==> src/rtl/toggle_detector.sv <==
`default_nettype none
// ============================================================================
// Module  : toggle_detector
// Brief   : Synchronizes a toggle line, strobes each edge, counts edges and
//           flags a stall when edges stop arriving.
// Revision: 1.0
// ============================================================================
module toggle_detector #(
    parameter int TIMEOUT = 16,
    parameter int CNT_W   = 4
) (
    input  logic             clk,
    input  logic             reset,
    input  logic             eneable,
    input  logic             t_in,
    input  logic             clr,
    output logic             pulse,
    output logic             rise,
    output logic             level,
    output logic [CNT_W-1:0] count,
    output logic             overflow,
    output logic             stall
);

    localparam int                TMR_W     = $clog2(TIMEOUT) + 1;
    localparam logic [TMR_W-1:0] c_TMR_END = TMR_W'(TIMEOUT - 1);

    typedef enum logic [1:0] {
        IDLE  = 2'd0,
        TRACK = 2'd1,
        STALL = 2'd2
    } state_t;

    state_t           r_state;
    logic [TMR_W-1:0] r_timer;
    logic             r_s1;
    logic             r_s2;
    logic             r_s3;
    logic             r_pulse;
    logic             r_rise;
    logic [CNT_W-1:0] r_count;
    logic             r_overflow;
    logic             r_stall;

    logic w_edge;
    logic w_rise_edge;
    logic w_qual;

    assign w_edge      = r_s2 ^ r_s3;
    assign w_rise_edge = r_s2 & ~r_s3;
    assign w_qual      = w_edge & eneable;

    // Synchronizer, history flop and edge strobes
    always_ff @(posedge clk) begin
        if (!reset) begin
            r_s1    <= 1'b0;
            r_s2    <= 1'b0;
            r_s3    <= 1'b0;
            r_pulse <= 1'b0;
            r_rise  <= 1'b0;
        end else begin
            r_s1    <= t_in;
            r_s2    <= r_s1;
            r_s3    <= r_s2;
            r_pulse <= w_qual;
            r_rise  <= w_rise_edge & eneable;
        end
    end

    // Edge counter; clear wins over a simultaneous qualified edge
    always_ff @(posedge clk) begin
        if (!reset) begin
            r_count    <= '0;
            r_overflow <= 1'b0;
        end else if (clr) begin
            r_count    <= '0;
            r_overflow <= 1'b0;
        end else if (w_qual) begin
            r_count <= r_count + 1'b1;
            if (r_count == {CNT_W{1'b1}}) begin
                r_overflow <= 1'b1;
            end
        end
    end

    always_ff @(posedge clk) begin
        if (!reset) begin
            r_state <= IDLE;
            r_timer <= '0;
            r_stall <= 1'b0;
        end else if (eneable) begin
            case (r_state)
                IDLE: begin
                    if (w_qual) begin
                        r_state <= TRACK;
                        r_timer <= '0;
                    end
                end
                TRACK: begin
                    if (w_qual) begin
                        r_timer <= '0;
                    end else if (r_timer == c_TMR_END) begin
                        r_state <= STALL;
                        r_stall <= 1'b1;
                    end else if (r_timer != {TMR_W{1'b1}}) begin
                        r_timer <= r_timer + 1'b1;
                    end
                end
                STALL: begin
                    if (w_qual) begin
                        r_state <= TRACK;
                        r_timer <= '0;
                        r_stall <= 1'b0;
                    end
                end
                default: begin
                    r_state <= IDLE;
                    r_timer <= '0;
                    r_stall <= 1'b0;
                end
            endcase
        end
    end

    assign pulse    = r_pulse;
    assign rise     = r_rise;
    assign level    = r_s3;
    assign count    = r_count;
    assign overflow = r_overflow;
    assign stall    = r_stall;

endmodule
`default_nettype wire

==> config.mk <==
export PLATFORM = sky130hd
export DESIGN_NAME = toggle_detector
export DESIGN_NICKNAME = d
export VERILOG_FILES = /design/src/rtl/toggle_detector.sv
export SDC_FILE = /design/constraint.sdc
export NUM_CORES = 1
export LEC_CHECK = 0
export ABC_AREA = 0
export CAP_MARGIN = 20
export CORE_ASPECT_RATIO = 0.8
export CORE_MARGIN = 2
export CORE_UTILIZATION = 25
export CTS_CLUSTER_DIAMETER = 80
export DETAILED_ROUTE_END_ITERATION = 10
export GPL_ROUTABILITY_DRIVEN = 1
export HOLD_SLACK_MARGIN = 0.05
export PLACE_DENSITY = 0.51
export SETUP_SLACK_MARGIN = 0.4
export SLEW_MARGIN = 20
export SYNTH_ARGS = -nofsm -noshare
export SYNTH_HDL_FRONTEND = slang
export SYNTH_SLANG_ARGS = --single-unit
==> constraint.sdc <==
create_clock -name clk -period 3.9 [get_ports clk]
set_input_delay 0.78 -clock clk [delete_from_list [all_inputs] [get_ports clk]]
set_output_delay 0.78 -clock clk [all_outputs]
set_load 0.02 [all_outputs]
== Word level (Yosys, flattened, before mapping) ==
Cells that the tools add are included.

* Memory bits (writable): 0
* Word-level logic and storage cells: 50
* Flip-flop bits (word level): 18
* Output and inout port bits: 9
* Bits in latches: 0
* Memories: 0
* Bits in read-only memories: 0

* Multiply operators: 0
* Div/mod/pow operators: 0
* Reduce and logical (&&, ||, !) cells: 7
* Shift-type cells: 0
* Magnitude comparators: 0
* $add $sub $neg: 2
* Bitwise operators: 7
* Multiplexer cells: 13
* Eq/ne operators: 11

{| class="wikitable"
|+ Operators with widths
! cell !! number
|-
| $mux W5 || 4
|-
| $pmux W5 S2 || 1
|-
| $reduce_and A4 Y1 || 2
|-
| $mux W2 || 3
|-
| $ne A2 B2 Y1 const B || 3
|-
| $ne A3 B3 Y1 const B || 2
|-
| $add A5 B1 Y5 const B || 1
|-
| $eq A5 B4 Y1 const B || 1
|-
| $ne A5 B5 Y1 const B || 1
|-
| $reduce_and A5 Y1 || 1
|-
| $add A4 B1 Y4 const B || 1
|-
| $eq A4 B4 Y1 const B || 1
|-
| $pmux W2 S2 || 1
|-
| $reduce_or A2 Y1 || 2
|-
| $and A1 B1 Y1 || 3
|-
| $mux W1 || 3
|-
| $not A1 Y1 || 3
|-
| $pmux W1 S3 || 1
|-
| $eq A2 B1 Y1 const B || 1
|-
| $eq A2 B2 Y1 const B || 1
|-
| $logic_not A2 Y1 || 1
|-
| $ne A2 B1 Y1 const B || 1
|-
| $reduce_and A2 Y1 || 1
|-
| $xor A1 B1 Y1 || 1
|}

== Depth between registers and ports, before layout ==
Gate-level depths: netlist of the first run.

* Depth in word-level cells: 5
* Gate-level depth with buffers: 7

== Worst setup path after synthesis of the first run ==
No wires, ideal clock.

* Path type: register -> register
* Start point: reg r_timer[0]
* End point: reg r_timer[4]
* Path slack: 2.053 ns
* Buffers on the path: 0
* Stages on the path, launching flop included: 8
* Arrival: 1.777 ns
* Clock period less this slack: 1.847 ns
* Cells stage by stage: dfxtp_1 > ha_1 > and3_1 > ha_1 > nor2_1 > o221ai_1 > or3b_1 > a21boi_1

* Cells in the longest elaborated chain, start to end: 5
* Elaborated cells on any way between the ends: 10
* Those cells by class: 1 x add/sub; 4 x eq/ne; 4 x mux; 1 x reduce/logical

{| class="wikitable"
|+ RTL lines
! item !! line !! source
|-
| from (decl) || 35 || <nowiki>logic [TMR_W-1:0] r_timer;</nowiki>
|-
| from (signal assigned) || 106 || <nowiki>r_timer <= r_timer + 1'b1;</nowiki>
|-
| $add A5 B1 Y5 || 106 ||
|-
| $mux W5 || 105 || <nowiki>end else if (r_timer != {TMR_W{1'b1}}) begin</nowiki>
|-
| $mux W5 || 102 || <nowiki>end else if (r_timer == c_TMR_END) begin</nowiki>
|-
| $mux W5 || 100 || <nowiki>if (w_qual) begin</nowiki>
|-
| $pmux W5 S2 || 92 || <nowiki>case (r_state)</nowiki>
|}

Several ways; a longest one is shown, not always the timed one. The select of a mux whose other input is x is not followed.
A chain may end at the register's enable or synchronous reset.

== Worst setup path in the final report of the first run ==
* Start point: in eneable
* End point: reg r_timer[4]

* Cells in the longest elaborated chain, start to end: 3
* Elaborated cells on any way between the ends: 7
* Those cells by class: 3 x eq/ne; 2 x mux; 1 x bitwise; 1 x reduce/logical

{| class="wikitable"
|+ RTL lines
! item !! line !! source
|-
| from (decl) || 14 || <nowiki>input logic eneable,</nowiki>
|-
| $and A1 B1 Y1 || 51 || <nowiki>assign w_qual = w_edge & eneable;</nowiki>
|-
| $ne A3 B3 Y1 (no source line) (tied with other cells) || n/a ||
|-
| $reduce_and A4 Y1 (no source line) / $pmux W5 S2 (equally long branches) || n/a ||
|}

Several ways; a longest one is shown, not always the timed one.

==> results of run 1 <==
-- how the worst max path moves through the flow --
stage                           from          to  slack (ns)  depth (start not counted)
after floorplan           r_timer[0]  r_timer[4]        2.05                          7
after global placement       eneable  r_timer[1]        1.57                          5
after detailed placement     eneable  r_timer[4]        1.49                          5
after CTS                    eneable  r_timer[4]        1.75                          5
after global routing      r_timer[0]  r_timer[4]        1.67                          7
final                        eneable  r_timer[4]        1.75                          5
-- synth_stat cells, drive strengths merged (2+ instances only) --
cell type / count / share of area (%)
dfxtp: 18 / 45
inv: 6 / 2.8
nand2: 5 / 2.3
a21oi: 3 / 1.9
nand2b: 3 / 2.3
o21ai: 2 / 1.2
xor2: 2 / 2.2
nor2: 7 / 3.3
nor2b: 2 / 1.9
and2: 5 / 4.0
nand3: 2 / 1.2
a21boi: 2 / 1.9
and3: 2 / 1.5
or3b: 2 / 2.2
ha: 5 / 7.7
-- routing by layer --
| metal | routed length [um] | up-vias |
|---|---|---|
| met2 | 613 | 16 |
| met5 | 0 | - |
| met3 | 96 | 2 |
| met1 | 700 | 289 |
| li1 | - | 317 |
| met4 | 11 | 0 |
-- through the flow --
step                utilization, %  cells  hold WS [ns]
finish                       33.33    138        0.4442
global route                 33.33    138        0.4822
CTS                          33.33    138        0.4496
detailed placement           31.55    134        0.4263
global placement             31.55    134        0.4153
floorplan                        -     83        0.4119
-- power by group through the flow --
| stage | Clock (uW) | Combinational (uW) | Sequential, uW |
|---|---|---|---|
| after floorplan | 0 | 14.2 | 193 |
| after global placement | 0 | 24.2 | 193 |
| after detailed placement | 0 | 24.1 | 193 |
| after CTS | 158 | 24.2 | 188 |
| after global routing | 170 | 26.4 | 189 |
| final | 151 | 23.7 | 189 |
-- worst register-to-register path, stage by stage, from the launching register on --
cell and delay (ns):
dfxtp_1 0.33, ha_1 0.23, and3_1 0.21, ha_1 0.23, nor2_1 0.15, o221ai_1 0.27, or3b_1 0.43, a21boi_1 0.17
-- cell families (layout without fill, tap and decap cells) --
kind of cell	Yosys count	count (layout)
AO/OA/AOI/OAI	16	16
XOR/XNOR	3	3
adder cells (fa/ha/maj)	5	5
buffers and inverters	8	23
flip-flops	18	18
multiplexers	1	1
AND/OR/NAND/NOR	32	32
-- area by class of cell --
class	instances	area (um^2)
fillers	311	2057
multi-input cells	57	410.4
flip-flops and latches	18	360.3
repair buffers	13	130.1
clock buffers	4	55.05
well taps	40	50.05
inverters	6	22.52
==> report_table.html, run 1 <==
<table>
<tr><th>Metric</th><th>Value</th></tr>
<tr><th colspan="2">Setup path</th></tr>
<tr><td>Data required time at the worst endpoint</td><td>4.08 ns</td></tr>
<tr><td>Type of the worst setup path</td><td>in -&gt; reg</td></tr>
<tr><td>CP max FO</td><td>8</td></tr>
<tr><td>Slowest-stage cell, CP</td><td>clkdlybuf4s50_1</td></tr>
<tr><td>Kind of launch point of the worst setup path</td><td>primary input</td></tr>
<tr><td>WP data arrival</td><td>about 2.3 ns</td></tr>
<tr><td>Slowest cell delay on critical path</td><td>between 0.5 and 0.6 ns</td></tr>
<tr><td>Reg2Reg Launch Point</td><td>r_timer[0]</td></tr>
<tr><td>Bufs and invs on worst path</td><td>1</td></tr>
<tr><td>Delay-heaviest family, CP</td><td>simple AND/OR/NAND/NOR gates</td></tr>
<tr><td>Setup slack of the worst register-to-register path</td><td>between 1.5 and 2 ns</td></tr>
<tr><td>Cell-by-cell trace of the critical path</td><td>clkdlybuf4s50_1 -&gt; nor2b_2 -&gt; nor3b_4 -&gt; or3b_1 -&gt; a21boi_1</td></tr>
<tr><td>Logic depth of the worst register-to-register path</td><td>7</td></tr>
<tr><td>Type of element capturing the critical path</td><td>register</td></tr>
<tr><td>Endpoint of the worst-slack reg-to-reg timing path</td><td>r_timer[4]</td></tr>
<tr><th colspan="2">GRT</th></tr>
<tr><td>Met3 Usage GRT</td><td>under 10%</td></tr>
<tr><td>Number of antenna violations at the first check in global routing</td><td>0</td></tr>
<tr><td>Most used routing layer in global routing</td><td>met2</td></tr>
<tr><td>Global routing usage on met1</td><td>between 10% and 20%</td></tr>
<tr><td>Vias in the first global route</td><td>between 500 and 600</td></tr>
<tr><td>Grt ovf</td><td>0</td></tr>
<tr><td>Tot GR Track Use</td><td>around a tenth</td></tr>
<tr><td>First-pass GRT wire length</td><td>2449 um</td></tr>
<tr><td>Met2 global-route usage</td><td>around 15%</td></tr>
<tr><td>Maximum number of pins on one net before global-route repair</td><td>17</td></tr>
<tr><th colspan="2">STA</th></tr>
<tr><td>RSZ-0062 raised after global routing</td><td>false</td></tr>
<tr><td>Max frequency</td><td>roughly 0.46 GHz</td></tr>
<tr><td>Setup Skew</td><td>around 0.0022 ns</td></tr>
<tr><td>Worst-case headroom to the max-slew limit</td><td>about two thirds</td></tr>
<tr><td>Number of max-slew violations in the final report</td><td>0</td></tr>
<tr><td>Sum Neg Setup Slack</td><td>0 ns</td></tr>
<tr><td>Slack of the critical path</td><td>around 1.7 ns</td></tr>
<tr><td>Worst Tran Pin Value</td><td>approximately 0.52 ns</td></tr>
<tr><td>Final setup viols</td><td>0</td></tr>
<tr><td>Fin crit period</td><td>around 2.2 ns</td></tr>
<tr><td>Period Utilization, post-route</td><td>between 50% and 60%</td></tr>
<tr><td>Endpoints failing hold</td><td>0</td></tr>
<tr><th colspan="2">Final layout</th></tr>
<tr><td>Flip-flop count of the largest register after layout</td><td>5</td></tr>
<tr><td>Register name with the most flops</td><td>r_timer</td></tr>
<tr><td>Antenna diodes</td><td>0</td></tr>
<tr><td>Layout cells sized above 1</td><td>under 10%</td></tr>
<tr><td>Commonest non-fill, non-tap cells in the layout</td><td>dfxtp_1 (18), clkdlybuf4s50_1 (13), nor2_1 (7), inv_1 (6)</td></tr>
<tr><td>Final standard cell area without fillers</td><td>between 1000 and 1500 um^2</td></tr>
<tr><td>Area delta synth-&gt;final</td><td>27.25%</td></tr>
<tr><td>Number of nets in the layout</td><td>109</td></tr>
<tr><td>Most common cell after layout, fill and taps aside</td><td>dfxtp_1</td></tr>
<tr><th colspan="2">Synthesis</th></tr>
<tr><td>Nets in the synthesized netlist</td><td>93</td></tr>
<tr><td>Synthesis-stage register bit count</td><td>18</td></tr>
<tr><td>Synthesized-area fraction occupied by xor and xnor cells</td><td>under 10%</td></tr>
<tr><td>Fraction of registers with async set/reset</td><td>0%</td></tr>
<tr><td>Synth Area per Inst</td><td>approximately 10 um^2</td></tr>
<tr><td>Sequential share of the synthesized area</td><td>44.58%</td></tr>
<tr><td>Primary FF master, synth</td><td>dfxtp_1</td></tr>
<tr><td>Number of enable flip-flop cells after synthesis</td><td>0</td></tr>
<tr><td>Complex-gate fraction of the synthesized area</td><td>between 10% and 20%</td></tr>
<tr><td>Mux contribution to synthesized area</td><td>around 1.2%</td></tr>
<tr><td>Simple-gate share of the synthesized area</td><td>23.84%</td></tr>
<tr><td>Cell variety after synth</td><td>34</td></tr>
<tr><td>Adder-cell share of the synthesized area</td><td>under 10%</td></tr>
<tr><td>Synth Instances</td><td>slightly above 80</td></tr>
<tr><td>Combinational family with the most area after synthesis</td><td>simple AND/OR/NAND/NOR gates</td></tr>
<tr><td>Synth Warn #</td><td>0</td></tr>
<tr><td>Post-synthesis instance area</td><td>around 810 um^2</td></tr>
<tr><th colspan="2">CTS</th></tr>
<tr><td>Num CTS Buffers</td><td>3</td></tr>
<tr><td>Post-CTS setup buffer count</td><td>0</td></tr>
<tr><td>CTS clk-pin slew, worst paths</td><td>0.07 ns</td></tr>
<tr><td>Number of H-tree levels</td><td>1</td></tr>
<tr><td>Clock sinks</td><td>18</td></tr>
<tr><td>Number of buffers inserted for hold repair after clock tree synthesis</td><td>0</td></tr>
<tr><td>CTS tree</td><td>done</td></tr>
<tr><td>Post-CTS Resized</td><td>0</td></tr>
<tr><td>Root Buffer Master</td><td>clkbuf_8</td></tr>
<tr><td>Max clock buf depth</td><td>2</td></tr>
<tr><td>Clk Latency, worst-skew pair</td><td>0.25 ns</td></tr>
<tr><th colspan="2">Route</th></tr>
<tr><td>First-pass iteration count of the detailed router</td><td>4</td></tr>
<tr><td>Final wirelength</td><td>approximately 1400 um</td></tr>
<tr><td>Final routed wire length divided by cell count</td><td>10.30 um</td></tr>
<tr><td>DR vias/cell</td><td>4.522</td></tr>
<tr><td>Via count of the routed design</td><td>624</td></tr>
<tr><td>DR iter-0 viols</td><td>49</td></tr>
<tr><td>Post-route DRC</td><td>0</td></tr>
<tr><td>Antenna Violating Nets Remaining</td><td>0</td></tr>
<tr><th colspan="2">Worst hold path</th></tr>
<tr><td>Capture endpoint of the worst hold path</td><td>r_s2</td></tr>
<tr><td>Min-Delay Path Class</td><td>reg -&gt; reg</td></tr>
<tr><td>Worst min-delay path startpoint</td><td>r_s1</td></tr>
<tr><td>Hold Path Stages</td><td>1</td></tr>
<tr><th colspan="2">Floorplan</th></tr>
<tr><td>Die footprint</td><td>around 3700 um^2</td></tr>
<tr><td>Placeable core region</td><td>3085 um^2</td></tr>
<tr><td>Initial core utilization</td><td>26.20%</td></tr>
<tr><td>Top-level port count</td><td>14</td></tr>
<tr><td>Die W</td><td>slightly below 70 um</td></tr>
<tr><td>Height of the die</td><td>54.86 um</td></tr>
<tr><td>Row count</td><td>18</td></tr>
<tr><th colspan="2">Place</th></tr>
<tr><td>I/O Buffers</td><td>13</td></tr>
<tr><td>Placement Cell Area</td><td>slightly below 1000 um^2</td></tr>
<tr><td>Setup slack at placement</td><td>1.486 ns</td></tr>
<tr><td>Final GP Congestion</td><td>0.7207</td></tr>
<tr><td>Post-DP HPWL</td><td>around 1100 um</td></tr>
<tr><th colspan="2">Power</th></tr>
<tr><td>Proportion of power drawn by flip-flops and latches</td><td>between 50% and 60%</td></tr>
<tr><td>Power dissipated by switching net loads</td><td>approximately 75 uW</td></tr>
<tr><td>Switching share of total power</td><td>20.78%</td></tr>
<tr><td>Power, Total</td><td>approximately 360 uW</td></tr>
<tr><td>Part of the total power dissipated in combinational logic</td><td>under 10%</td></tr>
<tr><td>Static Leakage</td><td>roughly 0.0004 uW</td></tr>
<tr><td>Fraction of power consumed by the clock network</td><td>approximately two fifths</td></tr>
<tr><td>Cell area power density</td><td>353.2 nW/um^2</td></tr>
<tr><td>Worst supply voltage drop on vdd</td><td>0.1584 mV</td></tr>
<tr><td>Power Internal</td><td>287.8 uW</td></tr>
<tr><th colspan="2">Outcome</th></tr>
<tr><td>Run status</td><td>finished, final reports clean</td></tr>
<tr><th colspan="2">Flow run</th></tr>
<tr><td>Count of max-cap constraint violations</td><td>0</td></tr>
</table>
No activity file was read; power rests on OpenSTA's default activity.
==> run 2, diff against run 1 <==
--- a/config.mk
+++ b/config.mk
@@ -14,7 +14,7 @@
 export DETAILED_ROUTE_END_ITERATION = 10
 export GPL_ROUTABILITY_DRIVEN = 1
 export HOLD_SLACK_MARGIN = 0.05
-export PLACE_DENSITY = 0.51
+export PLACE_DENSITY = 0.52
 export SETUP_SLACK_MARGIN = 0.4
 export SLEW_MARGIN = 20
 export SYNTH_ARGS = -nofsm -noshare
==> constraint.sdc (replaced) <==
create_clock -name clk -period 1.9 [get_ports clk]
set_input_delay 0.38 -clock clk [delete_from_list [all_inputs] [get_ports clk]]
set_output_delay 0.38 -clock clk [all_outputs]
set_load 0.02 [all_outputs]
==> run 2 against run 1 <==
First-iteration DRC count down 14%. Count of clock-buffer cells in the layout is the same. Sequential cell count unchanged. Largest power group unchanged. Clock skew is 0.0012 ns lower. Largest cell class unchanged. Critical path type is now reg -> reg. Global-route usage increased by 1.8 points.
==> report_table.html, run 2 (synthesized netlist as in run 1, its figures left out) <==
<table>
<tr><th>Metric</th><th>Value</th></tr>
<tr><th colspan="2">Final layout</th></tr>
<tr><td>Register name with the most flops</td><td>r_timer</td></tr>
<tr><td>Commonest non-fill, non-tap cells in the layout</td><td>dfxtp_1 (15), dlygate4sd2_1 (9), buf_4 (9), nor2_1 (6)</td></tr>
<tr><td>Number of nets in the layout</td><td>between 100 and 150</td></tr>
<tr><td>Flip-flop count of the largest register after layout</td><td>5</td></tr>
<tr><td>Most common cell after layout, fill and taps aside</td><td>dfxtp_1</td></tr>
<tr><td>Final standard cell area without fillers</td><td>1204 um^2</td></tr>
<tr><td>Antenna diodes</td><td>0</td></tr>
<tr><td>Layout cells sized above 1</td><td>approximately 30%</td></tr>
<tr><td>Area delta synth-&gt;final</td><td>48.92%</td></tr>
<tr><th colspan="2">Place</th></tr>
<tr><td>I/O Buffers</td><td>13</td></tr>
<tr><td>Final GP Congestion</td><td>a little under 0.7</td></tr>
<tr><td>Placement Cell Area</td><td>around 1100 um^2</td></tr>
<tr><td>Post-DP HPWL</td><td>between 1000 and 1500 um</td></tr>
<tr><th colspan="2">CTS</th></tr>
<tr><td>Root Buffer Master</td><td>clkbuf_8</td></tr>
<tr><td>Clk Latency, worst-skew pair</td><td>between 0.2 and 0.3 ns</td></tr>
<tr><td>Number of H-tree levels</td><td>1</td></tr>
<tr><td>CTS tree</td><td>done</td></tr>
<tr><td>Num CTS Buffers</td><td>3</td></tr>
<tr><td>Max clock buf depth</td><td>2</td></tr>
<tr><td>CTS clk-pin slew, worst paths</td><td>~0.07 ns</td></tr>
<tr><td>Number of buffers inserted for hold repair after clock tree synthesis</td><td>0</td></tr>
<tr><td>Clock sinks</td><td>18</td></tr>
<tr><th colspan="2">Setup path</th></tr>
<tr><td>Data required time at the worst endpoint</td><td>2.09 ns</td></tr>
<tr><td>Kind of launch point of the worst setup path</td><td>register</td></tr>
<tr><td>Type of the worst setup path</td><td>reg -&gt; reg</td></tr>
<tr><td>CP max FO</td><td>5</td></tr>
<tr><td>WP data arrival</td><td>around 1.8 ns</td></tr>
<tr><td>Type of element capturing the critical path</td><td>register</td></tr>
<tr><th colspan="2">Route</th></tr>
<tr><td>First-pass iteration count of the detailed router</td><td>4</td></tr>
<tr><td>Via count of the routed design</td><td>roughly 650</td></tr>
<tr><td>Wl on met1</td><td>about 850 um</td></tr>
<tr><td>Routed length on met2</td><td>727 um</td></tr>
<tr><td>Final wirelength</td><td>between 1500 and 2000 um</td></tr>
<tr><td>Post-route DRC</td><td>0</td></tr>
<tr><td>Final routed wire length divided by cell count</td><td>11.32 um</td></tr>
<tr><td>DR vias/cell</td><td>between 4 and 5</td></tr>
<tr><td>Top sig layer</td><td>met4</td></tr>
<tr><td>Routed wire length on met3</td><td>86 um</td></tr>
<tr><td>Antenna Violating Nets Remaining</td><td>0</td></tr>
<tr><td>DR iter-0 viols</td><td>42</td></tr>
<tr><th colspan="2">Power</th></tr>
<tr><td>Static Leakage</td><td>0.0004982 uW</td></tr>
<tr><td>Part of the total power dissipated in combinational logic</td><td>under 10%</td></tr>
<tr><td>Proportion of power drawn by flip-flops and latches</td><td>50.4%</td></tr>
<tr><td>Switching share of total power</td><td>between 20% and 30%</td></tr>
<tr><td>Power dissipated by switching net loads</td><td>167.8 uW</td></tr>
<tr><td>Cell area power density</td><td>around 640 nW/um^2</td></tr>
<tr><td>Fraction of power consumed by the clock network</td><td>between 40% and 50%</td></tr>
<tr><td>Power Internal</td><td>600.8 uW</td></tr>
<tr><td>Worst supply voltage drop on vdd</td><td>roughly 0.32 mV</td></tr>
<tr><th colspan="2">Floorplan</th></tr>
<tr><td>Initial core utilization</td><td>roughly a quarter</td></tr>
<tr><td>Placeable core region</td><td>3085 um^2</td></tr>
<tr><td>Die footprint</td><td>about 3700 um^2</td></tr>
<tr><td>Top-level port count</td><td>14</td></tr>
<tr><td>Die W</td><td>67.57 um</td></tr>
<tr><td>Row count</td><td>18</td></tr>
<tr><td>Height of the die</td><td>54.86 um</td></tr>
<tr><th colspan="2">STA</th></tr>
<tr><td>Max frequency</td><td>roughly 0.62 GHz</td></tr>
<tr><td>Fin crit period</td><td>roughly 1.6 ns</td></tr>
<tr><td>Number of max-slew violations in the final report</td><td>0</td></tr>
<tr><td>Endpoints failing hold</td><td>0</td></tr>
<tr><td>Worst Tran Pin Value</td><td>0.4921 ns</td></tr>
<tr><td>Setup Skew</td><td>about 0.0010 ns</td></tr>
<tr><td>Period Utilization, post-route</td><td>85.56%</td></tr>
<tr><td>RSZ-0062 raised after global routing</td><td>true</td></tr>
<tr><td>Worst-case headroom to the max-slew limit</td><td>roughly two thirds</td></tr>
<tr><td>Sum Neg Setup Slack</td><td>0 ns</td></tr>
<tr><td>Final setup viols</td><td>0</td></tr>
<tr><th colspan="2">GRT</th></tr>
<tr><td>Number of antenna violations at the first check in global routing</td><td>0</td></tr>
<tr><td>First-pass GRT wire length</td><td>approximately 2900 um</td></tr>
<tr><td>Grt ovf</td><td>0</td></tr>
<tr><td>Vias in the first global route</td><td>639</td></tr>
<tr><td>Maximum number of pins on one net before global-route repair</td><td>15</td></tr>
<tr><td>Tot GR Track Use</td><td>between 10% and 20%</td></tr>
<tr><th colspan="2">Flow run</th></tr>
<tr><td>Count of max-cap constraint violations</td><td>0</td></tr>
<tr><th colspan="2">Outcome</th></tr>
<tr><td>Run status</td><td>finished, final reports clean</td></tr>
<tr><th colspan="2">Worst hold path</th></tr>
<tr><td>Min-Delay Path Class</td><td>reg -&gt; reg</td></tr>
</table>
-- run 2: path summary, 6_finish.rpt --
check,startpoint,endpoint,slack [ns],depth (start not counted)
worst min-delay path,r_s1,r_s2,0.44,1
worst min register to register,r_s1,r_s2,0.44,1
worst max-delay path,r_timer[1],r_timer[1],0.27,7
worst max register to register,r_timer[1],r_timer[1],0.27,7
-- run 2: worst max-delay path: stages, from the launching register on --
cell and delay (ns):
dfxtp_2 0.34, ha_4 0.15, and3_4 0.16, ha_4 0.16, nor2_4 0.13, o221ai_4 0.14, or3b_1 0.37, a21boi_1 0.11
-- run 2: repair_timing --
item	4_1_cts	5_1_grt
resized for setup	13	5
setup endpoints to repair	14	8
gates cloned	0	0
setup buffers	6	1
pin swaps	8	4
-- run 2: area by class of cell --
class                           instances  area [um^2]
Fill cell                             304         1882
Clock buffer                            4        55.05
Sequential cell                        18        366.6
Timing Repair Buffer                   23        197.7
Multi-Input combinational cell         57        511.7
Inverter                                6        22.52
Tap cell                               40        50.05
-- run 2: routing by layer --
layer	vias up	GRT usage, %
met2	13	17.16
met5	-	0
met1	298	13.76
met4	0	4.082
met3	2	4.938
li1	339	-
-- run 2: power by group through the flow --
stage,clock network [uW],logic [uW],registers [uW]
after floorplan,0,32.1,397
after global placement,0,57.7,395
after CTS,324,62.6,387
after global routing,349,75.2,388
final,314,67.7,387
after detailed placement,0,57.9,395
-- run 2: per-stage QoR --
stage	utilization, %	setup WS, ns	hold slack, ns	power, uW	std cells
2_1_floorplan	-	0.3043	0.4119	428.9	83
3_3_place_gp	34.31	0.1098	0.4159	453.1	137
3_5_place_dp	34.31	0.06177	0.4303	453.1	137
4_1_cts	37.96	0.2332	0.4479	773.6	147
5_1_grt	39.01	0.1713	0.4583	812.1	148
6_report	39.01	0.2744	0.4438	768.6	148
